**config.mk**
```make
export PLATFORM = sky130hd
export DESIGN_NAME = uart_cmd_ctrl
export DESIGN_NICKNAME = d
export VERILOG_FILES = /design/src/rtl/uart_cmd_ctrl.sv
export SDC_FILE = /design/constraint.sdc
export NUM_CORES = 1
export LEC_CHECK = 0
export ABC_AREA = 1
export BUFFER_PORTS_ARGS = -buffer_cell sky130_fd_sc_hd__buf_2
export CORE_MARGIN = 5
export CORE_UTILIZATION = 38
export DETAILED_ROUTE_END_ITERATION = 10
export GPL_ROUTABILITY_DRIVEN = 0
export HOLD_SLACK_MARGIN = 0.05
export PLACE_DENSITY = 0.68
export SLEW_MARGIN = 20
export SYNTH_ARGS = -nofsm -noshare
export SYNTH_HDL_FRONTEND = slang
export SYNTH_SLANG_ARGS = --single-unit
```
**constraint.sdc**
```tcl
create_clock -name clk -period 1.2 [get_ports clk]
set_input_delay 0.12 -clock clk [delete_from_list [all_inputs] [get_ports clk]]
set_output_delay 0.12 -clock clk [all_outputs]
set_load 0.02 [all_outputs]
```
**src/rtl/uart_cmd_ctrl.sv**
```systemverilog
// rtl/uart_cmd_ctrl.sv - button/UART command merge, mode routing and byte acknowledge for watch_stopwatch
module uart_cmd_ctrl #(
  parameter bit ECHO_EN = 1'b1
) (
  input  logic       clk,
  input  logic       rst,
  input  logic [2:0] i_btn,
  input  logic [1:0] i_sw,
  input  logic       i_is_running,
  input  logic [7:0] i_rx_data,
  input  logic       i_rx_done,
  input  logic       i_tx_busy,
  output logic       o_sec_plus,
  output logic       o_min_plus,
  output logic       o_hour_plus,
  output logic       o_run,
  output logic       o_stop,
  output logic       o_clear,
  output logic [1:0] o_mode_sel,
  output logic [7:0] o_tx_data,
  output logic       o_tx_start
);

  typedef enum logic [1:0] {IDLE, WAIT, START, HOLD} tx_state_t;

  tx_state_t   state, state_next;
  logic        pend_valid;
  logic [7:0]  pend_data;
  logic [1:0]  tgl;
  logic        sw_mode;
  logic [7:0]  cmd_char;
  logic        uart_issue;
  logic        uart_ok;
  logic        resp_load;
  logic        cmd_sec, cmd_min, cmd_hour, cmd_run, cmd_stop, cmd_clear;
  logic        cmd_tgl_m, cmd_tgl_f;

  assign o_mode_sel = i_sw ^ tgl;
  assign sw_mode    = o_mode_sel[1];
  assign cmd_char   = pend_data & 8'hDF;
  assign uart_issue = pend_valid && (i_btn == 3'b000);
  assign resp_load  = ECHO_EN && uart_issue && (state == IDLE);

  // Buttons own the issue slot; the pending UART byte waits for a button-free cycle.
  always_comb begin
    cmd_sec   = 1'b0;
    cmd_min   = 1'b0;
    cmd_hour  = 1'b0;
    cmd_run   = 1'b0;
    cmd_stop  = 1'b0;
    cmd_clear = 1'b0;
    cmd_tgl_m = 1'b0;
    cmd_tgl_f = 1'b0;
    uart_ok   = 1'b0;
    if (i_btn[0]) begin
      if (!sw_mode)          cmd_sec  = 1'b1;
      else if (i_is_running) cmd_stop = 1'b1;
      else                   cmd_run  = 1'b1;
    end else if (i_btn[1]) begin
      if (!sw_mode) cmd_min   = 1'b1;
      else          cmd_clear = 1'b1;
    end else if (i_btn[2]) begin
      if (!sw_mode) cmd_hour = 1'b1;
    end else if (pend_valid) begin
      case (cmd_char)
        8'h53: if (!sw_mode) begin cmd_sec  = 1'b1; uart_ok = 1'b1; end
        8'h4E: if (!sw_mode) begin cmd_min  = 1'b1; uart_ok = 1'b1; end
        8'h48: if (!sw_mode) begin cmd_hour = 1'b1; uart_ok = 1'b1; end
        8'h52: if (sw_mode) begin
          cmd_run  = !i_is_running;
          cmd_stop = i_is_running;
          uart_ok  = 1'b1;
        end
        8'h43: if (sw_mode) begin cmd_clear = 1'b1; uart_ok = 1'b1; end
        8'h4D: begin cmd_tgl_m = 1'b1; uart_ok = 1'b1; end
        8'h46: begin cmd_tgl_f = 1'b1; uart_ok = 1'b1; end
        default: uart_ok = 1'b0;
      endcase
    end
  end

  always_ff @(posedge clk or posedge rst) begin
    if (rst) begin
      o_sec_plus  <= 1'b0;
      o_min_plus  <= 1'b0;
      o_hour_plus <= 1'b0;
      o_run       <= 1'b0;
      o_stop      <= 1'b0;
      o_clear     <= 1'b0;
      tgl         <= 2'b00;
      pend_valid  <= 1'b0;
      pend_data   <= 8'h00;
      o_tx_data   <= 8'h00;
    end else begin
      o_sec_plus  <= cmd_sec;
      o_min_plus  <= cmd_min;
      o_hour_plus <= cmd_hour;
      o_run       <= cmd_run;
      o_stop      <= cmd_stop;
      o_clear     <= cmd_clear;
      if (cmd_tgl_m) tgl[1] <= ~tgl[1];
      if (cmd_tgl_f) tgl[0] <= ~tgl[0];
      // A byte arriving while the entry is occupied (even in its issue cycle) is lost.
      if (uart_issue) begin
        pend_valid <= 1'b0;
      end else if (i_rx_done && !pend_valid) begin
        pend_valid <= 1'b1;
        pend_data  <= i_rx_data;
      end
      if (resp_load) o_tx_data <= uart_ok ? pend_data : 8'h3F;
    end
  end

  always_ff @(posedge clk or posedge rst) begin
    if (rst) state <= IDLE;
    else     state <= state_next;
  end

  always_comb begin
    state_next = state;
    o_tx_start = 1'b0;
    case (state)
      IDLE:  if (resp_load) state_next = WAIT;
      WAIT:  if (!i_tx_busy) state_next = START;
      START: begin
        o_tx_start = 1'b1;
        state_next = HOLD;
      end
      HOLD:  state_next = IDLE;
      default: state_next = IDLE;
    endcase
  end

endmodule

```
==> out/results.ini, run 1 <==
[status]
outcome = finished with violations
violations = setup timing

[setup_path]
worst_ep_arrival_time_ps = 1620
cp.required_ps = 1470
rr_startpoint = pend_data[2]
r2r-end = o_tx_data[0]
endpoint_kind = flop
ff2ff_setup_slack_ps = -150
start_kind = flop
crit_type = flop to flop
path_max_fanout = 7
worstRegToRegCells = 10

[timing]
fmax_ghz = 0.7408
fin_crit_sh = 1.125
report.final.slew_viol_count = 0
hold_viol_final = 0
relSlewSlack = 0.7724
finClkSkew_ps = 17.95
worst_slack_ps = -149.8
period_needed_ps = 1350
rsz0062_at_grt = yes
setup_viol = 13
final.setup.tns_ps = -1227
tightest_slew_ps = 341.5

[placement]
dpl_cell_area_um2 = 1804
io_buffers = 34
place_ws_ps = -121.9
dp_hpwl_mm = 2.123

[power]
ir_worst_vdd_uv = 1263
power.total_mw = 3.575
power_density_nw_per_um2 = 1535
p_leak_nw = 1.187

[synth]
synth_nets = 181
ys_types = 24
synth-main-ff-cell = dfrtp_1
synth_top_area_cell = dfrtp_1
synth_top_area_frac = 0.5042
yosysWarningCount = 0
synthTopCellsByArea = dfrtp_1 50%, nand2_1 10%, inv_1 6.7%
syn_area_per_cell_um2 = 8.428
ys_seq_elements = 27
synth_cells = 159
async_reset_ff_frac = 1.000
ys_seq_area_frac = 0.5042
syn-cell-area_um2 = 1340
synth_commonest_cells = 37 x nand2_1, 27 x dfrtp_1, 24 x inv_1
yosysMostFrequentCell = nand2_1
synth-edff-count = 0

[drt]
ant_nets = 0
routed_wl_mm = 3.298
drtPass1Iterations = 4
vias_per_cell = 4.449
wl_per_cell_um = 11.14
route.vias.total = 1317
drt_first_iter_violations = 38
drc = 0

[die]
fp.dieArea_um2 = 4814
core_um2 = 3363
num_rows = 21
boundaryPins = 35
initial_core_util = 0.3984
die_y_um = 69.39
die_w_um = 69.39

[grt]
grt_pass1_vias = 1286
antenna_found_initial = 0
grt_remaining_overflow = 0
grt_use_total = 0.1328
grt_max_degree = 28
grt_pass1_wl_mm = 5.409

[final_layout]
drive_above_1_share = 0.5600
design_area_um2 = 2328
ff_latch_area_um2 = 676.9
antenna_cells = 0
multiInputGateArea_um2 = 772.0
fin_util = 0.6923
layout.nets = 273
fillers = 276
areaGrowthSynthToFinish_pct = 73.76

[min_path]
hold_path_end = o_clear
hold_depth = 3
holdCritStartpoint = i_btn[1]
min_path_type = input port to flop

[cts]
cts_root_buf = clkbuf_4
clock_latency_ps = 350
clockBufferDepth = 2
htreeDepth = 1
clk_pin_slew_worst_paths_ps = 160
clkSinkCount = 27
numCtsBuffers = 3
cts_tree = done

[flow_run]
max_cap_viol_count = 0

final cells by class:
type	count	share of cell area
flip-flops and latches	27	0.2907
clock inverters	1	0.003761
inverters	26	0.04514
well taps	46	0.02472
clock buffers	3	0.009672
multi-input cells	104	0.3315
repair buffers	89	0.2945
worst max path at each step:
| stage | start | to | slack, ps | depth (start not counted) |
|---|---|---|---|---|
| after CTS | tgl[1] | o_mode_sel[1] | -160 | 3 |
| after global placement | pend_data[1] | o_tx_data[3] | -90 | 10 |
| after floorplan | pend_valid | o_tx_data[2] | -0.1 | 8 |
| after detailed placement | pend_data[0] | o_tx_data[3] | -120 | 10 |
| after global routing | pend_data[2] | o_tx_data[4] | -230 | 10 |
| final | pend_data[2] | o_tx_data[0] | -150 | 10 |
layout by cell type, fill, tap and decap left out:
cell           Yosys  routed
dfrtp_1           27      26
xor2_1             3       3
a21oi_2            0       3
ha_1               4       1
nand4_1            2       2
nor2_1            18      11
nand2_2            1       8
nand3_1           10       3
mux2_2             1       1
inv_8              0       1
buf_12             0       1
or2_4              0       1
clkbuf_4           0       3
inv_6              0       1
buf_4              0      34
xor2_4             0       1
or2_2              4       3
or2_1              2       2
nor3_4             1       2
inv_1             24      14
nand3_2            0       7
nand2_1           37      23
dlygate4sd3_1      0      14
nor2_4             1       5
a21oi_1           13      10
nand2_4            1       8
dfrtp_2            0       1
clkbuf_16          0       1
a211oi_2           0       1
inv_2              2      11
buf_2              1      31
ha_4               0       3
nor2_2             2       5
o21ai_0            1       1
buf_6              1       8
power breakdown:
group / internal (mW) / switching [mW]
combinational: 0.911 / 0.953
sequential: 1.13 / 0.145
clock: 0.136 / 0.298
critical path, cell delays in order, from the launching register on:
cell and delay (ps):
dfrtp_1 450, inv_2 110, nand2_1 70, nor2_2 120, nand2_1 80, nand3_2 70
nand2_2 60, nand2_4 130, nand3_2 90, nand2_1 60, inv_1 30
per-stage QoR:
stage          cells  hold slack (ps)
2_1_floorplan    159            172.7
3_3_place_gp     266            194.3
3_5_place_dp     266            191.0
4_1_cts          291            57.06
5_1_grt          296            60.02
6_report         296            59.58
registers in the layout, summed over array words and instances (netlist names), 2 cells and up:
register,flops
o_tx_data,8
tgl,2
state,2
pend_data,8
per-layer routing:
| layer | global-route usage | vias to the layer above | routed length (µm) |
|---|---|---|---|
| met3 | 0.03913 | 6 | 181 |
| met1 | 0.1584 | 608 | 1381 |
| met4 | 0.01952 | 0 | 33 |
| li1 | - | 671 | - |
| met2 | 0.2394 | 32 | 1702 |
| met5 | 0 | - | 0 |
cell families (layout without fill, tap and decap cells):
logic type / Yosys count / count (layout) / synth area share
fa+ha+maj: 4 / 4 / 0.03735
compound gates: 15 / 15 / 0.05789
xor+xnor: 4 / 4 / 0.03175
buf+inv: 28 / 119 / 0.08497
simple gates: 80 / 80 / 0.2754
flops: 27 / 27 / 0.5042
mux: 1 / 1 / 0.008403
repair_timing:
item / 4_1_cts / 5_1_grt
pin swaps: 12 / 20
setup endpoints to repair: 15 / 21
gates resized for setup: 36 / 32
endpoints found under the hold margin: 40 / 0
cloned: 0 / 1
buffers inserted: 7 / 5
hold buffers: 14 / 0
(Power assumes the default switching activity.)
==> inputs of run 2 (changes only) <==
--- a/config.mk
+++ b/config.mk
@@ -5,7 +5,6 @@
 export SDC_FILE = /design/constraint.sdc
 export NUM_CORES = 1
 export LEC_CHECK = 0
-export ABC_AREA = 1
 export BUFFER_PORTS_ARGS = -buffer_cell sky130_fd_sc_hd__buf_2
 export CORE_MARGIN = 5
 export CORE_UTILIZATION = 38
==> out/results.ini, run 2 <==
[cts]
clock_latency_ps = 320  ; was 350 ps
cts_root_buf = clkbuf_4  ; unchanged
numCtsBuffers = 3  ; unchanged
clkSinkCount = 27  ; unchanged
clockBufferDepth = 2  ; unchanged
htreeDepth = 1  ; unchanged
clk_pin_slew_worst_paths_ps = 150  ; was 160 ps
cts_tree = done  ; unchanged

[grt]
grt_max_degree = 28  ; unchanged
grt_use_total = 0.1564  ; was 0.1328
grt_remaining_overflow = 0  ; unchanged
grt_pass1_wl_mm = 5.589  ; was 5.409 mm
grt_pass1_vias = 1273  ; was 1,286
antenna_found_initial = 0  ; unchanged

[synth]
syn_area_per_cell_um2 = 11.25  ; was 8.428 µm²
yosysWarningCount = 0  ; unchanged
synth-edff-count = 0  ; unchanged
ys_seq_elements = 27  ; unchanged
synth_commonest_cells = 27 x dfrtp_1, 20 x nor2_1, 9 x mux2_2  ; was 37 x nand2_1, 27 x dfrtp_1, 24 x inv_1
yosysMostFrequentCell = dfrtp_1  ; was nand2_1
synth_cells = 117  ; was 159
ys_types = 36  ; was 24
synth_top_area_frac = 0.5133  ; was 0.5042
syn-cell-area_um2 = 1316  ; was 1340 µm²
synthTopCellsByArea = dfrtp_1 51%, mux2_2 7.7%, nor2_1 5.7%  ; was dfrtp_1 50%, nand2_1 10%, inv_1 6.7%
ys_seq_area_frac = 0.5133  ; was 0.5042
synth-main-ff-cell = dfrtp_1  ; unchanged
async_reset_ff_frac = 1.000  ; unchanged
synth_top_area_cell = dfrtp_1  ; unchanged
synth_nets = 139  ; was 181

[final_layout]
reg.largest.list = o_tx_data: 8 flops, pend_data: 8 flops  ; unchanged
antenna_cells = 0  ; unchanged
design_area_um2 = 2238  ; was 2328 µm²
drive_above_1_share = 0.5913  ; was 0.5600
fillers = 253  ; was 276
areaGrowthSynthToFinish_pct = 70.06  ; was 73.76%
layout.nets = 231  ; was 273
final_common_cell = buf_4  ; unchanged
final_cell_mix = 38 x buf_4, 31 x buf_2, 24 x dfrtp_1, 20 x nor2_1, 11 x dlygate4sd3_1  ; was 34 x buf_4, 31 x buf_2, 26 x dfrtp_1, 23 x nand2_1

[timing]
period_needed_ps = 1433  ; was 1350 ps
worst_slack_ps = -232.6  ; was -149.8 ps
final.setup.tns_ps = -3847  ; was -1227 ps
fin_crit_sh = 1.194  ; was 1.125
fmax_ghz = 0.6980  ; was 0.7408 GHz
rsz0062_at_grt = yes  ; unchanged
setup_viol = 28  ; was 13
report.final.slew_viol_count = 0  ; unchanged
relSlewSlack = 0.7687  ; was 0.7724
hold_viol_final = 0  ; unchanged
tightest_slew_ps = 346.9  ; was 341.5 ps
finClkSkew_ps = 5.810  ; was 17.95 ps

[die]
initial_core_util = 0.3945  ; was 0.3984
die_y_um = 68.86  ; was 69.39 µm
fp.dieArea_um2 = 4741  ; was 4814 µm²
boundaryPins = 35  ; unchanged
die_w_um = 68.86  ; was 69.39 µm
core_um2 = 3337  ; was 3363 µm²
num_rows = 21  ; unchanged

[placement]
dp_hpwl_mm = 2.204  ; was 2.123 mm
io_buffers = 34  ; unchanged
dpl_cell_area_um2 = 1729  ; was 1804 µm²

[drt]
wl_per_cell_um = 13.64  ; was 11.14 µm
ant_nets = 0  ; unchanged
dr_wl_met3_um = 154  ; was 181 µm
drt_first_iter_violations = 27  ; was 38
top_layer_used = met4  ; unchanged
drc = 0  ; unchanged
vias_per_cell = 4.807  ; was 4.449
wl_met1_mm = 1.477  ; was 1.381 mm
routed_wl_mm = 3.464  ; was 3.298 mm
route.met2.wl_mm = 1.779  ; was 1.702 mm
drtPass1Iterations = 4  ; unchanged
route.vias.total = 1221  ; was 1,317

[power]
ir_worst_vdd_uv = 964.1  ; was 1263 µV
power.total_mw = 3.922  ; was 3.575 mW
p_leak_nw = 1.076  ; was 1.187 nW
power_density_nw_per_um2 = 1752  ; was 1535 nW/µm²

[setup_path]
cp.required_ps = 1430  ; was 1470 ps
path_max_fanout = 7  ; unchanged
worst_ep_arrival_time_ps = 1670  ; was 1620 ps
endpoint_kind = flop  ; unchanged
start_kind = flop  ; unchanged
crit_type = flop to flop  ; unchanged

[flow_run]
max_cap_viol_count = 0  ; unchanged

[min_path]
min_path_type = input port to flop  ; unchanged

[status]
violations = setup timing  ; unchanged
outcome = finished with violations  ; unchanged

-- run 2: cell families after synthesis --
kind of cell | share of synthesized area
AND/OR/NAND/NOR | 0.2044
flip-flops | 0.5133
XOR/XNOR | 0.03992
adder cells (fa/ha/maj) | 0.03802
AO/OA/AOI/OAI | 0.08461
multiplexers | 0.08460
buffers and inverters | 0.03517
-- run 2: repair_timing --
action | CTS | global route
buffers inserted | 16 | 5
endpoints found under the hold margin | 38 | 0
pin swaps | 9 | 14
resized for setup | 34 | 16
setup endpoints to repair | 29 | 29
hold buffers | 11 | 0
-- run 2: path summary, 6_finish.rpt --
check	endpoint	startpoint	slack [ps]	cells after the start
worst max-delay path	o_tx_data[6]	pend_data[6]	-230	5
worst min-delay path	o_hour_plus	i_btn[0]	110	3
worst max register to register	o_tx_data[6]	pend_data[6]	-230	5
worst min register to register	o_tx_data[6]	o_tx_data[6]	530	1
max in group asynchronous	pend_data[1]	rst	550	4
min in group asynchronous	o_tx_data[0]	rst	370	4
-- run 2: through the flow --
stage          utilization  setup slack (ps)  std cells  hold slack [ps]
2_1_floorplan            -            -206.5        117            172.7
3_3_place_gp        0.5182            -178.2        218            185.9
3_5_place_dp        0.5182            -226.2        218            200.2
4_1_cts             0.6359            -237.6        249            96.29
5_1_grt             0.6708            -311.6        254            105.7
6_report            0.6708            -232.6        254            113.1
-- run 2: layout make-up --
cell class / instances / area, µm² / area share
multi-input combinational: 81 / 777.0 / 0.3471
sequential: 27 / 679.4 / 0.3035
timing repair buffer: 91 / 678.2 / 0.3030
tap: 46 / 57.56 / 0.02571
clock buffer: 3 / 22.52 / 0.01006
inverter: 5 / 18.77 / 0.008385
clock inverter: 1 / 5.005 / 0.002236
-- run 2: critical path, cell delays in order, from the launching register on --
cell and delay, ps:
dfrtp_1 430, buf_6 130, nand3b_1 120, nor2_1 80, o31a_4 400, o22a_1 190
-- run 2: power by group --
group	internal, mW	switching, mW	leakage, nW
registers	1.17	0.198	0.321
logic	1.20	0.957	0.737
clock network	0.125	0.272	0.0177
-- run 2: layer usage --
layer	track usage	up-vias
met5	0	-
met4	0.05596	0
met3	0.02593	6
met2	0.2774	35
met1	0.1896	589
li1	-	591
==> inputs of run 3 (changes only) <==
==> constraint.sdc (replaced) <==
create_clock -name clk -period 1.2 [get_ports clk]
set_input_delay 0.3 -clock clk [delete_from_list [all_inputs] [get_ports clk]]
set_output_delay 0.3 -clock clk [all_outputs]
set_load 0.02 [all_outputs]
==> out/results.ini, run 3 (same netlist as run 2, synthesis figures left out) <==
[cts]
clk_pin_slew_worst_paths_ps = 140  ; was 150 ps
clkSinkCount = 27  ; unchanged
clockBufferDepth = 2  ; unchanged
htreeDepth = 1  ; unchanged
numCtsBuffers = 3  ; unchanged
cts_tree = done  ; unchanged
clock_latency_ps = 350  ; was 320 ps
cts_root_buf = clkbuf_4  ; unchanged

[drt]
drtPass1Iterations = 4  ; unchanged
drt_first_iter_violations = 22  ; was 27
vias_per_cell = 4.870  ; was 4.807
route.vias.total = 1203  ; was 1,221
wl_per_cell_um = 14.66  ; was 13.64 µm
routed_wl_mm = 3.621  ; was 3.464 mm
ant_nets = 0  ; unchanged
drc = 0  ; unchanged

[timing]
fin_crit_sh = 1.245  ; was 1.194
period_needed_ps = 1494  ; was 1433 ps
final.setup.tns_ps = -4024  ; was -3847 ps
setup_viol = 36  ; was 28
hold_viol_final = 0  ; unchanged
hold_slack_ps = 96.76  ; was 113.1 ps
relSlewSlack = 0.7737  ; was 0.7687
finClkSkew_ps = 5.589  ; was 5.810 ps
rsz0062_at_grt = yes  ; unchanged
worst_slack_ps = -293.6  ; was -232.6 ps
fmax_ghz = 0.6695  ; was 0.6980 GHz
tightest_slew_ps = 339.5  ; was 346.9 ps
report.final.slew_viol_count = 0  ; unchanged

[die]
die_y_um = 68.86  ; unchanged
num_rows = 21  ; unchanged
die_w_um = 68.86  ; unchanged
fp.dieArea_um2 = 4741  ; unchanged
boundaryPins = 35  ; unchanged
initial_core_util = 0.3945  ; unchanged
core_um2 = 3337  ; unchanged

[setup_path]
worstRegToRegCells = 5  ; unchanged
crit_family = flip-flops  ; was compound AO/OA/AOI/OAI gates
crit_path_frequent_cell = buf_6
worst_ep_arrival_time_ps = 1190  ; was 1670 ps
cp.required_ps = 900  ; was 1430 ps
path_cells = buf_6, ha_4, buf_6  ; was buf_6, nand3b_1, nor2_1, o31a_4, o22a_1
path_max_fanout = 2  ; was 7
cp_num_buf_inv = 2  ; was 1
endpoint_kind = output port  ; was flop
start_kind = flop  ; unchanged
slowest_delay_ps = 440  ; was 430 ps
critPathSlowestCell = dfrtp_1  ; unchanged
path_depth = 3  ; was 5
crit_type = flop to output port  ; was flop to flop

[placement]
io_buffers = 34  ; unchanged
dpl_cell_area_um2 = 1737  ; was 1729 µm²
dp_hpwl_mm = 2.252  ; was 2.204 mm
place_ws_ps = -306.0  ; was -226.2 ps
placedCellCount = 219  ; was 218

[power]
p_clk_frac = 0.095  ; was 0.101
seqPwrFrac = 0.323  ; was 0.348
p_leak_nw = 1.085  ; was 1.076 nW
ir_worst_vdd_uv = 1093  ; was 964.1 µV
p_int_mw = 2.793  ; was 2.496 mW
power_density_nw_per_um2 = 1875  ; was 1752 nW/µm²
swShare = 0.3625  ; was 0.3636
p_sw_mw = 1.588  ; was 1.426 mW
combPwrFrac = 0.582  ; was 0.550

[grt]
grt_pass1_vias = 1227  ; was 1,273
grt_max_degree = 28  ; unchanged
grt_remaining_overflow = 0  ; unchanged
grt_use_total = 0.1529  ; was 0.1564
antenna_found_initial = 0  ; unchanged
grt_pass1_wl_mm = 5.354  ; was 5.589 mm

[final_layout]
fillers = 228  ; was 253
layout.nets = 224  ; was 231
antenna_cells = 0  ; unchanged
reg.largest.list = o_tx_data: 8 flops, pend_data: 8 flops  ; unchanged
drive_above_1_share = 0.6965  ; was 0.5913
fin_cells = 247  ; was 254
areaGrowthSynthToFinish_pct = 77.47  ; was 70.06%
design_area_um2 = 2336  ; was 2238 µm²
final_cell_mix = 36 x buf_4, 27 x buf_6, 24 x dfrtp_1, 19 x buf_2, 14 x nor2_1  ; was 38 x buf_4, 31 x buf_2, 24 x dfrtp_1, 20 x nor2_1, 11 x dlygate4sd3_1
final_common_cell = buf_4  ; unchanged

[min_path]
min_path_type = input port to flop  ; unchanged
hold_depth = 2  ; was 3

[status]
violations = setup timing  ; unchanged
outcome = finished with violations  ; unchanged

[flow_run]
max_cap_viol_count = 0  ; unchanged

run 3: path summary, 6_finish.rpt:
path / startpoint / to / slack [ps]
min in group asynchronous: rst / o_tx_data[2] / 520
max: state[1] / o_tx_start / -290
max reg2reg: state[0] / state[1] / -230
min: i_is_running / o_run / 100
max in group asynchronous: rst / pend_data[1] / 410
min reg2reg: o_tx_data[6] / o_tx_data[6] / 550
run 3: power groups by stage:
stage | Sequential [mW] | Clock, mW | Combinational (mW)
floorplan | 1.50 | 0 | 0.771
global placement | 1.36 | 0 | 1.47
detailed placement | 1.37 | 0 | 1.51
CTS | 1.39 | 0.424 | 2.17
global route | 1.44 | 0.452 | 2.71
finish | 1.41 | 0.418 | 2.55
run 3: cell type report:
| cell class | instances | area (µm²) | area share |
|---|---|---|---|
| Inverter | 5 | 23.77 | 0.01018 |
| Sequential cell | 27 | 679.4 | 0.2908 |
| Clock inverter | 1 | 7.507 | 0.003214 |
| Timing Repair Buffer | 84 | 694.4 | 0.2973 |
| Multi-Input combinational cell | 81 | 850.8 | 0.3642 |
| Clock buffer | 3 | 22.52 | 0.009641 |
| Tap cell | 46 | 57.56 | 0.02464 |
run 3: per-layer routing:
| metal | part of all wire | GRT usage | vias up |
|---|---|---|---|
| met4 | 0.023 | 0.07786 | 0 |
| met2 | 0.54 | 0.2810 | 26 |
| met1 | 0.41 | 0.1774 | 598 |
| li1 | - | - | 572 |
| met3 | 0.027 | 0.009724 | 7 |
| met5 | 0 | 0 | - |
run 3: what timing repair did:
action / CTS / global route
resized for setup: 64 / 38
endpoints found under the setup margin: 38 / 41
buffers inserted: 14 / 11
endpoints found under the hold margin: 27 / 0
hold buffers: 1 / 0
pin swaps: 9 / 10
run 3: metrics by stage:
stage | utilization | total power [mW]
3_3_place_gp | 0.5204 | 2.829
3_5_place_dp | 0.5204 | 2.885
5_1_grt | 0.7000 | 4.607
4_1_cts | 0.6359 | 3.983
2_1_floorplan | - | 2.272
6_report | 0.7000 | 4.381
